[src/rtl/stack_peek_arb.sv]
// Shares one stack2 instance between the J1B core and a debug host.
// A peek stalls the core, walks the pointer down to the entry, captures it and walks back.
module stack_peek_arb #(
  parameter int WIDTH = 32,
  parameter int PBITS = 5
) (
  input  logic             clk,
  input  logic             resetq,
  input  logic             cpu_we,
  input  logic [1:0]       cpu_delta,
  input  logic [WIDTH-1:0] cpu_wd,
  output logic             cpu_stall,
  output logic             stk_we,
  output logic [1:0]       stk_delta,
  output logic [WIDTH-1:0] stk_wd,
  input  logic [WIDTH-1:0] stk_rd,
  input  logic [PBITS-1:0] stk_depth,
  input  logic             dbg_req,
  input  logic [PBITS-1:0] dbg_idx,
  output logic             dbg_ack,
  output logic             dbg_err,
  output logic [WIDTH-1:0] dbg_data
);

  typedef enum logic [2:0] {IDLE, DOWN, CAPT, UP, DONE} state_t;

  localparam logic [PBITS-1:0] CNT_ONE = PBITS'(1);

  state_t           state, state_nx;
  logic [PBITS-1:0] cnt, cnt_nx;
  logic [PBITS-1:0] idx, idx_nx;
  logic             err, err_nx;
  logic [WIDTH-1:0] data_q, data_nx;

  always_ff @(posedge clk or negedge resetq) begin
    if (!resetq) begin
      state  <= IDLE;
      cnt    <= '0;
      idx    <= '0;
      err    <= 1'b0;
      data_q <= '0;
    end else begin
      state  <= state_nx;
      cnt    <= cnt_nx;
      idx    <= idx_nx;
      err    <= err_nx;
      data_q <= data_nx;
    end
  end

  // The core command is dropped (not queued) in every stalled cycle; the core re-issues it.
  always_comb begin
    state_nx  = state;
    cnt_nx    = cnt;
    idx_nx    = idx;
    err_nx    = err;
    data_nx   = data_q;
    cpu_stall = 1'b1;
    stk_we    = 1'b0;
    stk_delta = 2'b00;
    stk_wd    = '0;
    dbg_ack   = 1'b0;
    dbg_err   = 1'b0;

    unique case (state)
      IDLE: begin
        if (dbg_req) begin
          idx_nx = dbg_idx;
          cnt_nx = dbg_idx;
          err_nx = 1'b0;
          if (dbg_idx > stk_depth) begin
            err_nx   = 1'b1;
            data_nx  = '0;
            state_nx = DONE;
          end else if (dbg_idx == '0) begin
            state_nx = CAPT;
          end else begin
            state_nx = DOWN;
          end
        end else begin
          cpu_stall = 1'b0;
          stk_we    = cpu_we;
          stk_delta = cpu_delta;
          stk_wd    = cpu_wd;
        end
      end
      DOWN: begin
        stk_delta = 2'b11;
        cnt_nx    = cnt - CNT_ONE;
        if (cnt == CNT_ONE) state_nx = CAPT;
      end
      CAPT: begin
        data_nx  = stk_rd;
        cnt_nx   = idx;
        state_nx = (idx == '0) ? DONE : UP;
      end
      // Push without write only re-reads RAM, so the walk back leaves contents untouched.
      UP: begin
        stk_delta = 2'b01;
        cnt_nx    = cnt - CNT_ONE;
        if (cnt == CNT_ONE) state_nx = DONE;
      end
      DONE: begin
        dbg_ack  = 1'b1;
        dbg_err  = err;
        state_nx = IDLE;
      end
      default: state_nx = IDLE;
    endcase
  end

  assign dbg_data = data_q;

endmodule

[config.mk]
export PLATFORM = sky130hd
export DESIGN_NAME = stack_peek_arb
export DESIGN_NICKNAME = d
export VERILOG_FILES = /design/src/rtl/stack_peek_arb.sv
export SDC_FILE = /design/constraint.sdc
export NUM_CORES = 1
export LEC_CHECK = 0
export ABC_AREA = 1
export CORE_AREA = 5 5 85 87
export CTS_BUF_LIST = sky130_fd_sc_hd__clkbuf_8 sky130_fd_sc_hd__clkbuf_16
export DETAILED_ROUTE_END_ITERATION = 8
export DIE_AREA = 0 0 90 92
export GPL_TIMING_DRIVEN = 0
export PLACE_DENSITY = 0.84
export SYNTH_ARGS = -nofsm -noshare
export SYNTH_HDL_FRONTEND = slang
export SYNTH_SLANG_ARGS = --single-unit
[constraint.sdc]
create_clock -name clk -period 2.5 [get_ports clk]
set_input_delay 0.25 -clock clk [delete_from_list [all_inputs] [get_ports clk]]
set_output_delay 0.25 -clock clk [all_outputs]
set_load 0.01 [all_outputs]
# Word-level counts from Yosys, hierarchy flattened
# Index checks and enable logic that the tools add are counted.
# totals
reg_bits	46
output_inout_bits	70
wordCells	49
inputBits	80
# op_classes
n_lt_le_gt_ge	1
n_reduce_logical	10
eq_ne	9
add_sub_neg	1
muxes	23
# op_table
op	count
32-bit two-way mux	4
32-bit case mux with 2 select lines	1
3-bit two-way mux	5
5-bit case mux with 3 select lines	1
3-bit case mux with 4 select lines	1
5-bit logical NOT	2
2-bit inequality test, second input constant	4
1-bit two-way mux	7
3-bit by 2-bit equality test with 1-bit output, second input constant	2
2-bit case mux with 3 select lines	1
3-bit AND reduction	2
5-bit by 1-bit equality test with 1-bit output, second input constant	1
5-bit greater-than comparator	1
5-bit two-way mux	1
5-bit by 1-bit subtractor with 5-bit output, second input constant	1
2-bit two-way mux	2
2-bit AND reduction	2
3-bit by 1-bit equality test with 1-bit output, second input constant	1
3-bit equality test, second input constant	1
3-bit logical NOT	1
3-bit nonzero test	1
2-bit nonzero test	1
2-bit OR reduction	1

# Longest topological paths before layout
# logic_depth
depth_word	5
mapped_depth	12
ltp_nobuf	11

# Least setup slack after synthesis
# OpenSTA, ideal clock, no wires.
# synth_timing
path_type	input port to flip-flop
from	input port stk_depth[4]
to	register data_q[25], in the netlist dbg_data[25]
setup_slack_ns	1.065
cell_stages	12
setup_ns	0.117
arrival_ns	1.318
required_time_ns	2.383
path_buffers	1
path_cell_list	inv_1 ha_1 nand2_1 nor2_2 nand2_1 nand3_1 nand3_2 nand2_2 nand2_4 buf_8 nand2_1 nand2_1
# synth_via
elab_chain_cells	3
# synth_lines
item	line_no	rtl
start, declared	17	input logic [PBITS-1:0] stk_depth,
5-bit greater-than comparator	71	if (dbg_idx > stk_depth) begin
2-bit inequality test (no source line)	n/a	
3-bit AND reduction (no source line)	n/a	
end signal, assigned	47	data_q <= data_nx;
end, declared	33	logic [WIDTH-1:0] data_q, data_nx;
# No other way between the ends.
# A chain may end at the register's enable or synchronous reset.

# Worst setup path in the final report
# layout_timing
from	register state[2]
to	output port stk_wd[23]
# layout_via
elab_chain_cells	2
# layout_lines
item	line_no	rtl
start, declared	29	state_t state, state_nx;
start signal, assigned	43	state <= state_nx;
3-bit logical NOT	65	unique case (state)
32-bit two-way mux	65	
end, declared	15	output logic [WIDTH-1:0] stk_wd,
# No other way between the ends.

==> flow_summary_export.csv <==
group,metric,value,unit
outcome,status,"complete, no violations",
power,p_total,4000,uW
clocking,worstSkewPairLatency,0.30,ns
placement,gp_congestion,0.805,
global_routing,grtUsageTotal,18.3,%
timing,skew,0.00928,ns
worst_setup_path,r2r-end,"dbg_data[27]$_DFFE_PN0P_",
logic_synthesis,syn-num-nets,432,
worst_setup_path,reg2reg_depth,7,
placement,portBuffers,149,
clocking,cts_inserted_buffers,5,
routing,wl_per_cell,13.1,microns
job,drv_cap,0,
clocking,clk_pin_slew,0.08,ns
routing,drt_iter0_drc,143,
layout,antennaDiodeCount,0,
layout,nets,590,
worst_setup_path,path_max_fanout,10,
worst_setup_path,reg2reg_slack,1.07,ns
worst_setup_path,worstSetupStartpointType,"flop",
logic_synthesis,synth.mux.area_fraction,0.450,%
timing,slew_headroom,73.3,%
floorplan,fp.dieW,90,microns
routing,drtAntennaViolNets,0,
global_routing,gr-total-overflow,0,
global_routing,grt_pass1_vias,2551,
layout,final_cells,580,
placement,dp_hpwl,6290,microns
floorplan,pin_count,150,
clocking,htreeDepth,2,
clocking,cts_tree,"built",
routing,num_vias,2633,
floorplan,num_rows,29,
placement,dp_cells,572,
routing,wl,7570,microns
logic_synthesis,synthArstFlopShare,100,%
worst_setup_path,reg2reg_from,"state[2]$_DFFE_PN0P_",
worst_setup_path,cp.required,2.25,ns
floorplan,die_area,8280,sq um
layout,nFillCells,542,
logic_synthesis,synth-xor-area-share,0.350,%
timing,min_period,2.35,ns
global_routing,grt_max_degree,31,
timing,finalSetupViolations,0,
logic_synthesis,ys_seq_area_share,46.0,%
logic_synthesis,synthSimpleGateAreaFrac,33.4,%
clocking,clock-sinks,46,
logic_synthesis,synth.distinct_cells,27,
placement,place_ws,0.325,ns
worst_setup_path,worstSetupPathType,"reg -> out",
worst_setup_path,critical_path.cell_chain,"nor2_2 > nand2_2 > nor2_4 > inv_2 > buf_2 > nor2_1 > clkdlybuf4s50_1",
hold_path,hp-class,"in -> async",
logic_synthesis,ys_warn_count,0,
timing,period_share,94.2,%
power,power_density,953,nW/um^2
power,ir_drop,0.607,mV
routing,routed_via_density,4.54,
logic_synthesis,avgSynthCellArea,7.25,sq um
logic_synthesis,synthCells,345,
worst_setup_path,cp_slowest_cell,"clkdlybuf4s50_1",
floorplan,initial_core_util,39.8,%
worst_setup_path,cp_slowest_stage_delay,0.56,ns
global_routing,antenna_found_initial,0,
logic_synthesis,synth_top_family_by_area,"simple AND/OR/NAND/NOR gates",
timing,worst_slack,0.145,ns
logic_synthesis,netlist_area,2500,sq um
floorplan,design.core.area,6280,sq um
logic_synthesis,yosys_register_bits,46,
logic_synthesis,synth_edf_count,0,
worst_setup_path,crit_cells,7,
timing,hold_violations,0,
timing,worstMarginPinSlew,0.400,ns
timing,fmax,425,MHz
timing,finalMaxSlewViolations,0,
routing,drt-pass1-iter-count,5,
worst_setup_path,path_buf_inv,3,
timing,tns,0,ns
routing,drc_errors,0,
power,p_leak,0.00212,uW
timing,grt_setup_unrepaired,"no",
layout,drive_above_1_share,7.95,%
floorplan,die_h,92,microns
worst_setup_path,endpoint_kind,"output pin",
clocking,cts.path.max_buffers,2,
layout,fin_util,66.8,%
logic_synthesis,synth_top_flop_cell,"dfrtp_1",
logic_synthesis,synthAdderAreaFrac,3.50,%
logic_synthesis,synth_compound_area_share,4.60,%
layout,syn_to_final_growth,67.7,%
worst_setup_path,arrival,2.10,ns
global_routing,grt_pass1_wl,12400,microns
worst_setup_path,cp_top_family,"buffers and inverters",
clocking,cts-root-buf,"clkbuf_8",
==> repair_timing <==
item                                   4_1_cts  5_1_grt
hold buffers                                 1        0
gates resized for setup                      0        0
endpoints found under the hold margin       16        0
setup buffers                                0        0
==> report_power, final <==
group / leakage, uW / internal, uW / switching, uW / total, uW
Sequential: 0.000584 / 1070 / 214 / 1280
Clock: 0.0000414 / 188 / 247 / 435
Combinational: 0.00150 / 1130 / 1150 / 2280
==> worst reg2reg max path: stages, from the launching register on <==
cell,delay [ns]
dfrtp_1,0.42
nor2_2,0.16
nand2_1,0.15
inv_2,0.12
buf_6,0.14
buf_2,0.22
nand2_1,0.08
nand2_1,0.08
==> cell usage in the layout (no fill, tap or decap) <==
cell type	n
dlygate4sd3_1	1
and2_1	1
buf_2	9
nor2_2	2
nand2_1	131
o211ai_1	1
a41oi_1	1
nand2_2	11
nand2_4	1
o21ai_0	9
nor2_4	1
inv_2	3
mux2_2	1
buf_6	3
inv_1	52
nor2_1	46
nand3_2	1
dfrtp_1	46
a22oi_1	1
clkdlybuf4s50_1	148
ha_1	7
nor3_1	3
o22ai_1	1
buf_12	1
a21oi_1	5
clkinvlp_4	1
o221ai_1	1
buf_8	1
xor2_1	1
clkbuf_8	5
a31oi_1	1
nand3_1	7
==> through the flow <==
| stage | instance area [sq um] | hold WS, ns |
|---|---|---|
| 6_report | 4190 | 0.412 |
| 5_1_grt | 4190 | 0.449 |
| 4_1_cts | 4190 | 0.417 |
| 3_5_place_dp | 4100 | 0.199 |
| 3_3_place_gp | 4090 | 0.453 |
| 2_1_floorplan | 2500 | -0.0456 |
==> per-layer routing <==
metal	track usage, %	vias to the layer above	part of all wire [%]
met2	31.8	123	49
li1	-	1340	-
met5	0	-	0
met3	6.14	4	8.3
met1	21.9	1166	41
met4	4.09	0	0.70
==> Yosys cell counts, types with 2 or more instances <==
library cell	number	area (sq um)
a21oi_1	5	25.0
buf_2	8	40.0
buf_6	3	33.8
dfrtp_1	46	1150
ha_1	7	87.6
inv_1	51	191
inv_2	3	11.3
nand2_1	131	492
nand2_2	11	68.8
nand3_1	7	35.0
nor2_1	46	173
nor2_2	2	12.5
nor3_1	3	15.0
o21ai_0	9	45.0
==> how the worst max path moves through the flow <==
stage	from	end
floorplan	stk_depth[4]	dbg_data[25]$_DFFE_PN0P_
global placement	resetq	dbg_data[2]$_DFFE_PN0P_
detailed placement	dbg_req	stk_wd[23]
CTS	state[2]$_DFFE_PN0P_	stk_wd[23]
global route	state[2]$_DFFE_PN0P_	stk_wd[9]
finish	state[2]$_DFFE_PN0P_	stk_wd[23]
==> flip-flops by register name, indices dropped and copies added (netlist names) <==
register / flops
cnt: 5
dbg_data: 32
err: 1
idx: 5
state: 3
==> final cells by class <==
cell class / instances / area [sq um] / share of cell area (%)
Inverter: 54 / 203 / 4.83
Timing Repair Buffer: 151 / 1520 / 36.2
Clock buffer: 5 / 68.8 / 1.64
Sequential cell: 46 / 1150 / 27.5
Buffer: 12 / 88.8 / 2.12
Tap cell: 77 / 96.3 / 2.30
Clock inverter: 2 / 11.3 / 0.269
Multi-Input combinational cell: 233 / 1060 / 25.2
==> logic make-up after synthesis <==
kind of cell               Yosys count
xor gates and xnor gates             1
and+or+nand+nor                    204
muxes                                1
buffers and inverters               66
DFF                                 46
AOI/OAI and AO/OA                   20
adders and majority gates            7
Power figures use the tool's default switching activity.
==> patch 1, RTL diff (same settings) <==
Change the parameter `PBITS` from 5 to 4.
--- a/src/rtl/stack_peek_arb.sv
+++ b/src/rtl/stack_peek_arb.sv
@@ -3,5 +3,5 @@
 module stack_peek_arb #(
   parameter int WIDTH = 32,
-  parameter int PBITS = 5
+  parameter int PBITS = 4
 ) (
   input  logic             clk,
Interface: changed (resized dbg_idx and stk_depth); port bits go from 150 to 148. The function was not compared with the original's and may differ.
==> patch 1 against the unedited design <==
- global-route usage fell by 1.1 points
- register-to-register slack gained 0.02 ns
- synthesized cell count down 4.3%
- largest cell class unchanged
- setup slack improved by 0.015 ns
- wire length decreased by 5.7%
- total power is 3.3% lower
- cell area fell by 2.7%
- highest routed layer unchanged
- non-clock buffer count decreased by 3
- utilization fell by 1.8 points
- sequential cell count decreased by 2
- area after synthesis decreased by 4.7%
==> patch 1: results <==
{
  "grt_max_degree": 41,
  "slowest_delay_ns": 0.55,
  "maxSlewViolCount": 0,
  "htree_levels": 2,
  "drtIter0Drc": 72,
  "root_buffer": "clkbuf_8",
  "wl_per_cell_um": 12.7,
  "drt_pre_antenna_iters": 4,
  "hpwlAfterDp_mm": 5.90,
  "nets": 570,
  "grt_pass1_wl_mm": 11.8,
  "netlist_instances": 330,
  "num-fill-cells": 543,
  "gp_congestion": 0.791,
  "p_leak_nw": 2.11,
  "relSlewSlack": 0.809,
  "yosysUniqueCellTypes": 25,
  "synth_area_leaders": "dfrtp_1, nand2_1, inv_1, nor2_1, ha_1",
  "syn-num-nets": 414,
  "skew_ns": 0.00301,
  "cts.reportedPaths.clkPinSlew_ns": 0.08,
  "critPathSlowestCell": "clkdlybuf4s50_1",
  "worstSkewPairLatency_ns": 0.29,
  "drive_gt1_frac": 0.0845,
  "vias_per_cell": 4.44,
  "outcome": "completed",
  "ys_seq_area_frac": 0.462,
  "whs_ns": 0.325,
  "largest_reg_flops": 32,
  "synth_common_cells": "nand2_1, inv_1, dfrtp_1, nor2_1, nand2_2",
  "grt.total_usage": 0.171,
  "port-buffer-count": 147,
  "antenna_found_initial": 0,
  "fin_cells": 562,
  "antennaDiodeCount": 0,
  "hp-class": "in2async",
  "timing.reg2reg.setup_slack_ns": 1.09,
  "placed_cell_area_mm2": 0.00397,
  "max-vdd-ir-drop_uv": 527
}
patch 1: layout make-up:
type / instances / share of cell area
multi-input cells: 220 / 0.242
plain buffers: 11 / 0.0209
repair buffers: 149 / 0.368
clock inverters: 1 / 0.00736
flip-flops and latches: 44 / 0.270
well taps: 77 / 0.0236
inverters: 55 / 0.0512
clock buffers: 5 / 0.0169
patch 1: worst max-delay path, delay by kind of cell (launching register included):
kind,cells,cell delay [ns]
flops,1,0.44
simple gates,4,0.41
buf+inv,5,0.95
patch 1: metal layers:
layer,part of all wire,vias up,global-route usage
li1,-,1281,-
met1,0.43,1102,0.208
met2,0.48,107,0.295
met3,0.081,7,0.0622
met4,0.011,0,0.0335
met5,0,-,0
patch 1: kinds of logic after synthesis:
kind of cell,Yosys count,synth area share
AND/OR/NAND/NOR,195,0.340
buffers and inverters,66,0.123
flip-flops,44,0.462
AO/OA/AOI/OAI,18,0.0394
adder cells (fa/ha/maj),6,0.0315
XOR/XNOR,1,0.00368
patch 1: power by group:
part / internal, mW / switching [mW] / leakage (nW)
Clock: 0.287 / 0.223 / 0.0501
Combinational: 1.07 / 1.07 / 1.50
Sequential: 1.01 / 0.198 / 0.561
Total: 2.37 / 1.49 / 2.11
patch 1: worst paths after layout:
check | start | endpoint | depth (start not counted)
worst max register to register | state[1] | dbg_data[9] | 9
worst max-delay path | state[1] | stk_wd[14] | 9
worst min register to register | dbg_data[13] | dbg_data[13] | 2
max in group asynchronous | resetq | dbg_data[0] | 3
min in group clk | dbg_data[13] | dbg_data[13] | 2
worst min-delay path | resetq | idx[0] | 2
patch 1: per-stage QoR:
| step | utilization | setup WS, ns |
|---|---|---|
| floorplan | - | 1.04 |
| global placement | 0.629 | -0.00214 |
| detailed placement | 0.632 | 0.382 |
| CTS | 0.649 | 0.0986 |
| global route | 0.650 | 0.0162 |
| finish | 0.650 | 0.160 |
patch 1: what timing repair did:
action | in CTS | in global routing
hold endpoints to repair | 4 | 0
resized for setup | 0 | 2
hold buffers | 1 | 0
setup endpoints to repair | 0 | 2
==> patch 2, RTL diff (same flow settings) <==
Made on the original files. The 5 states of `state_t` get a one-hot encoding in 5 bits.
--- a/src/rtl/stack_peek_arb.sv
+++ b/src/rtl/stack_peek_arb.sv
@@ -23,5 +23,5 @@
 );
 
-  typedef enum logic [2:0] {IDLE, DOWN, CAPT, UP, DONE} state_t;
+  typedef enum logic [4:0] {IDLE = 5'b00001, DOWN = 5'b00010, CAPT = 5'b00100, UP = 5'b01000, DONE = 5'b10000} state_t;
 
   localparam logic [PBITS-1:0] CNT_ONE = PBITS'(1);
Function: same outputs for any inputs over 10 cycles, from zero or initial values and one cycle with resetq low; not proved beyond that.
==> patch 2 against the unedited design <==
- global-route usage rose by 1.9 points
- synthesized cell count rose by 8.7%
- total power rose by 2.2%
- cell area rose by 8.6%
- sequential cell count rose by 2
- area after synthesis rose by 14%
- via count rose by 13%
- critical path type unchanged
- critical path depth fell by 2
- wire length rose by 12%
- setup slack improved by 0.021 ns
- largest power group unchanged
- clock skew barely moved
==> patch 2: results <==
{
  "outcome": "completed",
  "htree_levels": 2,
  "crit_end": "stk_wd[10]",
  "synth_area_leaders": "dfrtp_1, nand2_1, nand3_2, nor2_1, inv_1",
  "tightest_slew_ns": 0.546,
  "crit_path_max_fanout": 10,
  "skew_ns": 0.00974,
  "grt_pass1_vias": 3050,
  "nets": 620,
  "wl_met3_um": 784,
  "cts.path.max_buffers": 2,
  "grt_use_met2": 0.369,
  "p_leak_nw": 2.19,
  "vias": 2974,
  "ys_seq_area_frac": 0.423,
  "grt_use_met3": 0.0720,
  "use_met1": 0.213,
  "met1_length_mm": 3.16,
  "grt_max_degree": 27,
  "antenna_found_initial": 0,
  "syn-num-nets": 462,
  "crit_type": "reg2out",
  "reg2reg_depth": 8,
  "gp_congestion": 0.870,
  "grt_pass1_wl_mm": 13.9,
  "synth_common_cells": "nand2_1, nor2_1, dfrtp_1, nand3_2, inv_1",
  "met2_wirelength_mm": 4.32,
  "num-fill-cells": 492,
  "drive_gt1_frac": 0.124,
  "yosysUniqueCellTypes": 27,
  "r2r_end": "cnt[1]",
  "ys.flop_type": "dfrtp_1",
  "max-vdd-ir-drop_uv": 553,
  "drt_pre_antenna_iters": 6,
  "arrival_ns": 2.08,
  "cts_setup_buffers": 0,
  "wl_per_cell_um": 13.8,
  "yosysWarnings": 0,
  "reg2reg_from": "state[0]",
  "hpwlAfterDp_mm": 6.99,
  "grt.total_usage": 0.202,
  "timing.reg2reg.setup_slack_ns": 1.03,
  "async_flop_share": 1.00,
  "dieArea_mm2": 0.00828,
  "drtIter0Drc": 75
}
## patch 2: power by group
group          leakage (nW)  internal (mW)  switching [mW]
Clock                0.0516          0.226           0.260
Sequential            0.629           1.09           0.205
Combinational          1.51           1.14            1.17
## patch 2: worst min-delay path by stage
stage                            start      endpoint  slack (ns)
after global routing         stk_rd[2]   dbg_data[2]        0.47
after global placement    dbg_data[26]  dbg_data[26]        0.48
after floorplan                 resetq        cnt[0]       -0.05
final                           resetq  dbg_data[26]        0.46
after CTS                    stk_rd[7]   dbg_data[7]        0.47
after detailed placement        resetq      state[1]        0.27
## patch 2: metrics by stage
stage | area (µm²) | std cells | setup slack, ns
floorplan | 2840 | 375 | 1.07
global placement | 4430 | 601 | -0.164
detailed placement | 4440 | 602 | 0.244
CTS | 4550 | 611 | 0.113
global route | 4550 | 611 | 0.0252
finish | 4550 | 611 | 0.166
## patch 2: logic make-up (layout without fill, tap and decap cells)
logic type                 after synthesis  count (layout)  synth area share
DFF                                     48              48             0.423
xor gates and xnor gates                 1               1           0.00308
adders and majority gates                7               7            0.0308
buffers and inverters                   48             207            0.0802
AOI/OAI and AO/OA                       17              17            0.0313
and+or+nand+nor                        254             254             0.431
## patch 2: what timing repair did
action	in CTS	in global routing
hold buffers	1	0
hold endpoints to repair	21	0
setup endpoints to repair	0	10
resized for setup	0	1
## patch 2: final cells by class
class,count,share of cell area
multi-input cells,279,0.311
clock inverters,2,0.00302
flip-flops and latches,48,0.264
inverters,30,0.0247
clock buffers,6,0.0181
repair buffers,151,0.333
well taps,77,0.0212
plain buffers,18,0.0253
## patch 2: worst max-delay path: stages, from the launching register on
cell and delay (ns):
dfstp_2 0.57, nand4_2 0.13, buf_2 0.20, buf_2 0.19
nor2_1 0.13, clkdlybuf4s50_1 0.56
